`src/rtl/cdb_arbiter_pkg.sv`:
```
// Shared types and constants for the common-data-bus arbiter.
// Source encodings match the cdb_src output: 0=RS, 1=BR, 2=SLB.
package cdb_arbiter_pkg;

  localparam int CDB_ENTRY_W = 5;
  localparam int CDB_DATA_W  = 32;
  localparam int CDB_NSRC    = 3;

  typedef enum logic [1:0] {
    CDB_SRC_RS  = 2'd0,
    CDB_SRC_BR  = 2'd1,
    CDB_SRC_SLB = 2'd2
  } cdb_src_e;

  // Advance a source index by off positions, modulo the three sources.
  function automatic cdb_src_e cdb_src_step(input cdb_src_e base, input logic [1:0] off);
    logic [2:0] sum;
    sum = {1'b0, base} + {1'b0, off};
    if (sum >= 3'd3) begin
      sum = sum - 3'd3;
    end
    return cdb_src_e'(sum[1:0]);
  endfunction

endpackage

```
`src/rtl/cdb_fifo.sv`:
```
// Per-source result FIFO for the CDB arbiter: power-of-two depth,
// registered full/empty flags, synchronous flush.
module cdb_fifo #(
  parameter int DEPTH = 4,
  parameter int WIDTH = 37
) (
  input  logic             clk,
  input  logic             rst_n,
  input  logic             flush,
  input  logic             push,
  input  logic             pop,
  input  logic [WIDTH-1:0] din,
  output logic [WIDTH-1:0] head,
  output logic             empty,
  output logic             full
);

  localparam int PW = $clog2(DEPTH);
  localparam int CW = PW + 1;

  logic [WIDTH-1:0] mem_q [DEPTH];
  logic [PW-1:0]    wr_ptr_q, wr_ptr_d;
  logic [PW-1:0]    rd_ptr_q, rd_ptr_d;
  logic [CW-1:0]    count_q, count_d;
  logic             do_push, do_pop;

  assign full    = (count_q == CW'(DEPTH));
  assign empty   = (count_q == '0);
  assign do_push = push && !full;
  assign do_pop  = pop && !empty;
  assign head    = mem_q[rd_ptr_q];

  // Pointers wrap naturally because DEPTH is a power of two.
  always_comb begin
    wr_ptr_d = wr_ptr_q;
    rd_ptr_d = rd_ptr_q;
    count_d  = count_q;
    if (flush) begin
      wr_ptr_d = '0;
      rd_ptr_d = '0;
      count_d  = '0;
    end else begin
      if (do_push) begin
        wr_ptr_d = wr_ptr_q + PW'(1);
      end
      if (do_pop) begin
        rd_ptr_d = rd_ptr_q + PW'(1);
      end
      if (do_push && !do_pop) begin
        count_d = count_q + CW'(1);
      end else if (do_pop && !do_push) begin
        count_d = count_q - CW'(1);
      end
    end
  end

  always_ff @(posedge clk or negedge rst_n) begin
    if (!rst_n) begin
      wr_ptr_q <= '0;
      rd_ptr_q <= '0;
      count_q  <= '0;
    end else begin
      wr_ptr_q <= wr_ptr_d;
      rd_ptr_q <= rd_ptr_d;
      count_q  <= count_d;
    end
  end

  always_ff @(posedge clk) begin
    if (do_push && !flush) begin
      mem_q[wr_ptr_q] <= din;
    end
  end

endmodule

```
`src/rtl/cdb_arbiter.sv`:
```
// Common-data-bus arbiter: buffers RS/BR/SLB results and broadcasts one per cycle, round-robin.
// Optional CDB_STATS_EN adds saturating broadcast/stall counters.
module cdb_arbiter
  import cdb_arbiter_pkg::*;
#(
  parameter int FIFO_DEPTH = 4,
  parameter int ENTRY_W    = CDB_ENTRY_W,
  parameter int DATA_W     = CDB_DATA_W
) (
  input  logic               clk_in,
  input  logic               rst_in,
  input  logic               rdy_in,
  input  logic               clear,
  input  logic               rs_valid,
  input  logic [ENTRY_W-1:0] rs_entry,
  input  logic [DATA_W-1:0]  rs_value,
  input  logic               br_valid,
  input  logic [ENTRY_W-1:0] br_entry,
  input  logic [DATA_W-1:0]  br_value,
  input  logic               slb_valid,
  input  logic [ENTRY_W-1:0] slb_entry,
  input  logic [DATA_W-1:0]  slb_value,
  output logic               rs_full,
  output logic               br_full,
  output logic               slb_full,
  output logic               cdb_valid,
  output logic [ENTRY_W-1:0] cdb_entry,
  output logic [DATA_W-1:0]  cdb_value,
  output logic [1:0]         cdb_src
`ifdef CDB_STATS_EN
  ,
  output logic [31:0]        stat_bcast_rs,
  output logic [31:0]        stat_bcast_br,
  output logic [31:0]        stat_bcast_slb,
  output logic [31:0]        stat_stall
`endif
);

  localparam int W = ENTRY_W + DATA_W;

  logic [CDB_NSRC-1:0] src_valid;
  logic [ENTRY_W-1:0]  src_entry [CDB_NSRC];
  logic [W-1:0]        din [CDB_NSRC];
  logic [W-1:0]        head [CDB_NSRC];
  logic [CDB_NSRC-1:0] push, pop, fifo_empty, fifo_full;

  logic                grant_valid;
  cdb_src_e            grant_src;
  logic [W-1:0]        grant_head;
  logic                active;

  cdb_src_e            rr_last_q, rr_last_d;
  logic                cdb_valid_q, cdb_valid_d;
  logic [ENTRY_W-1:0]  cdb_entry_q, cdb_entry_d;
  logic [DATA_W-1:0]   cdb_value_q, cdb_value_d;
  cdb_src_e            cdb_src_q, cdb_src_d;

  assign src_valid = {slb_valid, br_valid, rs_valid};
  assign src_entry[0] = rs_entry;
  assign src_entry[1] = br_entry;
  assign src_entry[2] = slb_entry;
  assign din[0] = {rs_entry, rs_value};
  assign din[1] = {br_entry, br_value};
  assign din[2] = {slb_entry, slb_value};

  // A frozen or flushing cycle neither accepts results nor grants the bus.
  assign active = rdy_in && !clear;

  for (genvar g = 0; g < CDB_NSRC; g++) begin : g_fifo
    cdb_fifo #(
      .DEPTH(FIFO_DEPTH),
      .WIDTH(W)
    ) u_fifo (
      .clk  (clk_in),
      .rst_n(rst_in),
      .flush(clear),
      .push (push[g]),
      .pop  (pop[g]),
      .din  (din[g]),
      .head (head[g]),
      .empty(fifo_empty[g]),
      .full (fifo_full[g])
    );
  end

  assign rs_full  = fifo_full[0];
  assign br_full  = fifo_full[1];
  assign slb_full = fifo_full[2];

  always_comb begin
    grant_valid = 1'b0;
    grant_src   = CDB_SRC_RS;
    for (int k = 1; k <= CDB_NSRC; k++) begin
      if (!grant_valid && !fifo_empty[cdb_src_step(rr_last_q, 2'(k))]) begin
        grant_valid = 1'b1;
        grant_src   = cdb_src_step(rr_last_q, 2'(k));
      end
    end
    grant_head = head[grant_src];
  end

  always_comb begin
    push = '0;
    pop  = '0;
    for (int k = 0; k < CDB_NSRC; k++) begin
      push[k] = active && src_valid[k] && (src_entry[k] != '0);
      pop[k]  = active && grant_valid && (grant_src == cdb_src_e'(k[1:0]));
    end
  end

  // Entry/value/src are only meaningful while cdb_valid is high, so idle cycles keep them.
  always_comb begin
    rr_last_d   = rr_last_q;
    cdb_valid_d = cdb_valid_q;
    cdb_entry_d = cdb_entry_q;
    cdb_value_d = cdb_value_q;
    cdb_src_d   = cdb_src_q;
    if (clear) begin
      cdb_valid_d = 1'b0;
      rr_last_d   = CDB_SRC_SLB;
    end else if (rdy_in) begin
      cdb_valid_d = grant_valid;
      if (grant_valid) begin
        cdb_entry_d = grant_head[DATA_W +: ENTRY_W];
        cdb_value_d = grant_head[DATA_W-1:0];
        cdb_src_d   = grant_src;
        rr_last_d   = grant_src;
      end
    end
  end

  always_ff @(posedge clk_in or negedge rst_in) begin
    if (!rst_in) begin
      rr_last_q   <= CDB_SRC_SLB;
      cdb_valid_q <= 1'b0;
      cdb_entry_q <= '0;
      cdb_value_q <= '0;
      cdb_src_q   <= CDB_SRC_RS;
    end else begin
      rr_last_q   <= rr_last_d;
      cdb_valid_q <= cdb_valid_d;
      cdb_entry_q <= cdb_entry_d;
      cdb_value_q <= cdb_value_d;
      cdb_src_q   <= cdb_src_d;
    end
  end

  assign cdb_valid = cdb_valid_q;
  assign cdb_entry = cdb_entry_q;
  assign cdb_value = cdb_value_q;
  assign cdb_src   = cdb_src_q;

`ifdef CDB_STATS_EN
  logic [31:0] stat_bcast_q [CDB_NSRC];
  logic [31:0] stat_bcast_d [CDB_NSRC];
  logic [31:0] stat_stall_q, stat_stall_d;
  logic        multi_pending;

  assign multi_pending = (!fifo_empty[0] && !fifo_empty[1]) ||
                         (!fifo_empty[0] && !fifo_empty[2]) ||
                         (!fifo_empty[1] && !fifo_empty[2]);

  // Counters saturate and survive clear; only reset zeroes them.
  always_comb begin
    for (int k = 0; k < CDB_NSRC; k++) begin
      stat_bcast_d[k] = stat_bcast_q[k];
      if (pop[k] && (stat_bcast_q[k] != '1)) begin
        stat_bcast_d[k] = stat_bcast_q[k] + 32'd1;
      end
    end
    stat_stall_d = stat_stall_q;
    if (active && multi_pending && (stat_stall_q != '1)) begin
      stat_stall_d = stat_stall_q + 32'd1;
    end
  end

  always_ff @(posedge clk_in or negedge rst_in) begin
    if (!rst_in) begin
      for (int k = 0; k < CDB_NSRC; k++) begin
        stat_bcast_q[k] <= '0;
      end
      stat_stall_q <= '0;
    end else begin
      for (int k = 0; k < CDB_NSRC; k++) begin
        stat_bcast_q[k] <= stat_bcast_d[k];
      end
      stat_stall_q <= stat_stall_d;
    end
  end

  assign stat_bcast_rs  = stat_bcast_q[0];
  assign stat_bcast_br  = stat_bcast_q[1];
  assign stat_bcast_slb = stat_bcast_q[2];
  assign stat_stall     = stat_stall_q;
`endif

endmodule

```
`config.mk`:
```
export PLATFORM = sky130hd
export DESIGN_NAME = cdb_arbiter
export DESIGN_NICKNAME = d
export VERILOG_FILES = /design/src/rtl/cdb_arbiter_pkg.sv /design/src/rtl/cdb_fifo.sv /design/src/rtl/cdb_arbiter.sv
export SDC_FILE = /design/constraint.sdc
export NUM_CORES = 1
export LEC_CHECK = 0
export CAP_MARGIN = 15
export CELL_PAD_IN_SITES_DETAIL_PLACEMENT = 0
export CELL_PAD_IN_SITES_GLOBAL_PLACEMENT = 1
export CORE_ASPECT_RATIO = 0.5
export CORE_UTILIZATION = 40
export DETAILED_ROUTE_END_ITERATION = 8
export GPL_TIMING_DRIVEN = 0
export PLACE_DENSITY_LB_ADDON = 0.1
export SYNTH_ARGS = -nofsm -noshare
export SYNTH_HDL_FRONTEND = slang
export SYNTH_SLANG_ARGS = --single-unit
```
`constraint.sdc`:
```
create_clock -name clk_in -period 4.43 [get_ports clk_in]
set_clock_uncertainty 0.15 [all_clocks]
set_input_delay 1.329 -clock clk_in [delete_from_list [all_inputs] [get_ports clk_in]]
set_output_delay 1.329 -clock clk_in [all_outputs]
set_load 0.02 [all_outputs]
```
# Word-level counts from Yosys, hierarchy flattened
# Memory sizes are Yosys's and may differ from the RTL's.
# Cells that the tools add are included.
classes:
  reduce_logical: 64
  n_lt_le_gt_ge: 7
  bitwise_logic: 2
  n_addsub: 18
  mux: 50
  n_eq_ne: 5
op_table:
  columns: ["cell", "n"]
  rows:
  - ["$bmux 37 s2", 1]
  - ["$mux 37", 2]
  - ["$mux 2", 21]
  - ["$logic_and 1x1->1", 28]
  - ["$mux 3", 9]
  - ["$logic_not 1->1", 16]
  - ["$reduce_bool 2->1", 8]
  - ["$reduce_bool 5->1", 3]
  - ["$mux 1", 14]
  - ["$add 2x1->2 const B", 6]
  - ["$add 3x1->3 const B", 3]
  - ["$eq 3x3->1 const B", 3]
  - ["$ge 3x2->1 const B", 3]
  - ["$logic_not 3->1", 3]
  - ["$lt 2x3->1 const B", 3]
  - ["$reduce_bool 3->1", 3]
  - ["$sub 3x1->3 const B", 3]
  - ["$add 2x2->3 const B", 2]
  - ["$bmux 1 s2", 3]
  - ["$sub 2x2->2 const B", 3]
  - ["$add 2x1->3 const B", 1]
  - ["$ge 3x3->1 const B", 1]
  - ["$not 2->3", 1]
  - ["$reduce_and 3->1", 1]
  - ["other kinds (5)", 5]
word_totals:
  mem_count: 3
  ramBits: 444
  output_inout_bits: 43
  ff_bits: 63
  input_bits: 118
  word_cells: 163
memory_table:
  columns: ["name", "depth", "word_bits", "read_ports", "rd_clocked_by_memory_dff", "wr", "line", "source"]
  rows:
  - ["g_fifo[0].u_fifo.mem_q", 4, 37, 1, 0, 1, "cdb_fifo.sv:21", "logic [WIDTH-1:0] mem_q [DEPTH];"]
  - ["g_fifo[1].u_fifo.mem_q", 4, 37, 1, 0, 1, "cdb_fifo.sv:21", null]
  - ["g_fifo[2].u_fifo.mem_q", 4, 37, 1, 0, 1, "cdb_fifo.sv:21", null]

# Longest topological paths before layout
logic_depth:
  word_depth: 18
  mapped_depth: 14
  depth_no_buf: 12

# Modules after synthesis
# A second synthesis with hierarchy kept.
unflattened:
  hier_cells: 1047
  area_unflattened_um2: 20417.1
by_module_without_submodules:
  columns: ["mod", "n_inst", "seq_area_each_um2", "area_each_um2", "cells_per_inst"]
  rows:
  - ["cdb_fifo", 3, 4619.4, 5898.2, 254]
  - ["cdb_arbiter", 1, 1052.3, 2722.6, 285]

# Least setup slack after synthesis
# OpenSTA, ideal clock, no wires.
synth_path:
  kind: "input-to-reg"
  start: "input rdy_in"
  end: "register g_fifo[0].u_fifo.count_q[2]"
  path_buffers: 2
  arrival_ps: 3530
  cell_stages: 10
  required_time_ps: 4149
  setup_time_ps: 131
  slack_ps: 619
  path_cell_list: "nor2b_1 > clkbuf_1 > o311ai_1 > or4_1 > buf_6 > and2_1 > fa_1 > nand3b_1 > mux2i_1 > or3_1"
synth_via:
  elab_chain_len: 8
synth_lines:
  columns: ["item", "line", "source"]
  rows:
  - ["start: declaration", "cdb_arbiter.sv:12", "input logic rdy_in,"]
  - ["$logic_and 1x1->1 (*)", "cdb_arbiter.sv:67", "assign active = rdy_in && !clear;"]
  - ["$logic_and 1x1->1 (2 in series)", "cdb_arbiter.sv:107", "pop[k] = active && grant_valid && (grant_src == cdb_src_e'(k[1:0]));"]
  - ["$logic_and 1x1->1", "cdb_fifo.sv:30", "assign do_pop = pop && !empty;"]
  - ["$logic_not 1->1", "cdb_fifo.sv:49", "if (do_push && !do_pop) begin"]
  - ["$logic_and 1x1->1", "cdb_fifo.sv:49", null]
  - ["$mux 3", "cdb_fifo.sv:49", null]
  - ["$mux 3", "cdb_fifo.sv:38", "if (flush) begin"]
  - ["end signal: assignment", "cdb_fifo.sv:65", "count_q <= count_d;"]
  - ["end: declaration", "cdb_fifo.sv:24", "logic [CW-1:0] count_q, count_d;"]
# Mark *: on every way between the ends. The rest lies on a longest branch, timed or not.
# A chain may end at the register's enable or synchronous reset.

# Worst setup path in the final report
layout_path:
  start: "input clear"
  end: "register g_fifo[0].u_fifo.count_q[2]"
layout_via:
  elab_chain_len: 9
layout_lines:
  columns: ["item", "line", "source"]
  rows:
  - ["start: declaration", "cdb_arbiter.sv:13", "input logic clear,"]
  - ["$logic_not 1->1", "cdb_arbiter.sv:67", null]
  - ["$logic_and 1x1->1", "cdb_arbiter.sv:67", null]
  - ["$logic_and 1x1->1 (2 in series)", "cdb_arbiter.sv:107", null]
  - ["$logic_and 1x1->1", "cdb_fifo.sv:30", null]
  - ["$logic_not 1->1", "cdb_fifo.sv:49", null]
  - ["$logic_and 1x1->1", "cdb_fifo.sv:49", null]
  - ["$mux 3", "cdb_fifo.sv:49", null]
  - ["$mux 3", "cdb_fifo.sv:38", null]
# Several ways; a longest one is shown, not always the timed one.

==> results.md <==
• **number of DRC markers after the initial detailed-route iteration** 867
• **area enclosed by the die boundary** 50800 µm²
• **Initial Utilization** 40.8%
• **Cell Area, Synth** 19900 µm²
• **Final #Nets** 1360
• **number of enable flip-flop cells after synthesis** 444
• **remaining number of nets flagged by the antenna check after routing** 0
• **# clock sinks** 507
• **first-pass GRT wire length** 69500 µm
• **share of synthesized registers carrying an async set or reset** 12.4%
• **power density cells** 580 nW/µm²
• **total negative slack for setup checks** 0 ns
• **maximum achievable frequency** 234 MHz
• **Final HPWL DP** 32500 µm
• **net count after synthesis** 1137
• **Post-Synthesis Cells** 1001
• **final std cells w/o fill** 1907
• **commonest non-fill, non-tap cell in the layout** edfxtp_1
• **number of synthesized register bits** 507
• **commonest cells after routing, fill and taps aside** edfxtp_1, clkdlybuf4s50_1, mux4_2
• **part of the Yosys area used for sequential elements** 74.8%
• **via count** 10200
• **Yosys top cell area share** 66.9%
• **vias per cell** 5.37
• **pin count of the biggest net entering global routing** 52
• **remaining max-slew budget at the tightest pin** 31.6%
• **Worst Tran Pin Value** 1.03 ns
• **cell type contributing the most total cell area after synthesis** edfxtp_1
• **setup-violating endpoint count in the final report** 0
• **number of CTS-inserted buffers** 47
• **kind of end point of the critical path** flip-flop
• **via count of the first global-routing pass** 10500
• **static power due to leakage** 0.00789 µW
• **RSZ-0062 raised after global routing** false
• **Max Fanout on Critical Path** 8
• **Root Driver** clkbuf_16
• **global-route usage over all layers** 18.9%
• **Area Overhead vs Synth** 20.7%
• **number of top-level pins** 161
• **Overflow after GRT** 0
• **total inserted antenna cells** 0
• **Hold Violations, Final** 0
• **kind of launch point of the worst setup path** input pin
• **final critical delay including setup and external delays** 4.27 ns
• **cell types with the largest area share after synthesis** edfxtp_1, mux4_2, dfrtp_1
• **detailed-route wire length per cell** 24.9 µm
• **main flop type after synthesis** edfxtp_1
• **worst path arrival time** 4.55 ns
• **number of max-cap violations** 0
• **wire length after detailed routing** 47400 µm
• **CTS Buffer Depth** 3
• **num rows** 57
• **DRC viols** 0
• **source-to-sink clock delay at the later pin of the worst-skew pair** 0.56 ns
• **data required time of the worst path** 4.71 ns
• **number of antenna violations at the first check in global routing** 4
• **Worst Hold Class** flip-flop to flip-flop
• **status** finished, final reports clean
• **weighted congestion at the end of routability-driven global placement** 0.787
• **number of max-slew violations in the final report** 0
• **period utilisation layout** 96.4%
• **area of the placeable core** 48900 µm²
• **length of the first detailed-routing pass in iterations** 5
• **clock-pin slew reported for the worst setup and hold paths after clock tree synthesis** 0.06 ns
• **TritonCTS clock tree** done
• **classification of the worst setup path** input pin to flip-flop
• **floorplan die height** 160 µm
• **number of cells after detailed placement** 1824
• **DIE WIDTH** 318 µm
• **Peak VDD IR** 303 µV
• **Synthesis Warnings** 0
• **CTS H-Tree Depth** 2
• **Unique masters post-synth** 53
• **Post-Synthesis Mean Instance Area** 19.9 µm²
• **Post-CTS Hold Buffers** 0
• **share of layout cells above drive strength 1** 17.9%
• **number of buffers added on ports** 160
layer usage:
| layer | wire length (µm) | vias to the layer above | GRT usage, % |
|---|---|---|---|
| met3 | 2530 | 63 | 2.92 |
| met5 | 0 | - | 0 |
| met2 | 21400 | 249 | 28.5 |
| li1 | - | 4514 | - |
| met1 | 22800 | 5419 | 29.3 |
| met4 | 651 | 0 | 3.51 |
critical path: stages:
cell and delay, ns:
clkdlybuf4s50_1 0.56, nor2b_1 0.16, clkbuf_2 0.25, o311ai_2 0.22
buf_4 0.22, or4_1 0.53, buf_6 0.18, and2_1 0.15
fa_1 0.42, nand3b_1 0.12, mux2i_1 0.07, or3_1 0.34
cell families (layout without fill, tap and decap cells):
group	after synthesis	after routing	share of synthesized area, %
flip-flops	507	507	74.8
XOR/XNOR	7	7	0.308
AO/OA/AOI/OAI	111	111	3.94
buffers and inverters	73	330	1.58
multiplexers	158	158	14.9
adder cells (fa/ha/maj)	18	18	1.24
AND/OR/NAND/NOR	127	127	3.19
area by class of cell:
| class | count | area [µm²] |
|---|---|---|
| Fill cell | 3999 | 24800 |
| Sequential cell | 507 | 14900 |
| Multi-Input combinational cell | 421 | 4730 |
| Timing Repair Buffer | 174 | 1870 |
| Clock buffer | 57 | 1210 |
| Tap cell | 649 | 812 |
| Buffer | 53 | 240 |
| Clock inverter | 26 | 201 |
| Inverter | 20 | 75.1 |
metrics by stage:
stage	worst slack [ns]	cell area, µm²	total power (µW)	util (%)	hold slack (ns)
finish	0.161	24100	14000	49.2	0.334
global route	0.0231	24100	14600	49.2	0.366
CTS	0.108	24000	14100	49.2	0.339
detailed placement	-0.706	22600	10300	46.3	0.324
global placement	-1.08	22300	10200	45.7	0.319
floorplan	0.619	19900	8430	-	0.348
cell usage after synthesis, types with 2 or more instances:
master,instances
edfxtp_1,444
mux4_2,111
dfrtp_1,62
nand2_1,53
mux2i_1,41
a2bb2oi_1,37
clkbuf_1,35
o21ai_0,35
nor2_1,22
inv_1,20
ha_1,15
and2_1,14
buf_2,8
o21ai_1,8
a21oi_1,7
nand3_1,7
mux2_2,6
o31ai_1,6
buf_1,5
or3_1,5
or4_1,5
xnor2_1,5
nor2b_1,4
buf_6,3
fa_1,3
nor4b_1,3
o2111a_1,3
a221oi_1,2
buf_4,2
nand2b_1,2
nand3b_1,2
nand4_1,2
nor3_1,2
o2111ai_1,2
xor2_1,2
where the power goes:
group	internal [µW]	leakage (µW)	switching [µW]
registers	5510	0.00482	192
clock network	2120	0.000685	1710
logic	1850	0.00238	2580
total	9470	0.00789	4480
worst paths after layout:
check / to / startpoint / slack, ns / cells past startpoint
worst max-delay path: g_fifo[0].u_fifo.count_q[2]$_DFFE_PN0P_ / clear / 0.16 / 12
worst min-delay path: cdb_value[0]$_DFFE_PN0N_ / cdb_value[0]$_DFFE_PN0N_ / 0.33 / 2
worst max register to register: g_fifo[0].u_fifo.count_q[2]$_DFFE_PN0P_ / rr_last_q[0]$_DFFE_PN0P_ / 0.53 / 14
worst min register to register: cdb_value[0]$_DFFE_PN0N_ / cdb_value[0]$_DFFE_PN0N_ / 0.33 / 2
max in group asynchronous: rr_last_q[1]$_DFFE_PN1P_ / rst_in / 3.06 / 2
min in group asynchronous: cdb_value[23]$_DFFE_PN0N_ / rst_in / 0.48 / 1
timing repair:
item	in CTS	in global routing
hold endpoints to repair	0	0
endpoints found under the setup margin	1	1
buffers inserted	0	0
gates cloned	0	0
resized for setup	1	1
sequential cells by signal, indices dropped and copies added (netlist names):
signal	count
g_fifo.u_fifo.wr_ptr_q	6
cdb_src	2
g_fifo.u_fifo.rd_ptr_q	6
cdb_valid	1
rr_last_q	2
g_fifo.u_fifo.count_q	9
cdb_entry	5
cdb_value	32
g_fifo.u_fifo.mem_q	444
Note: power is estimated with default switching activity, not from simulation.
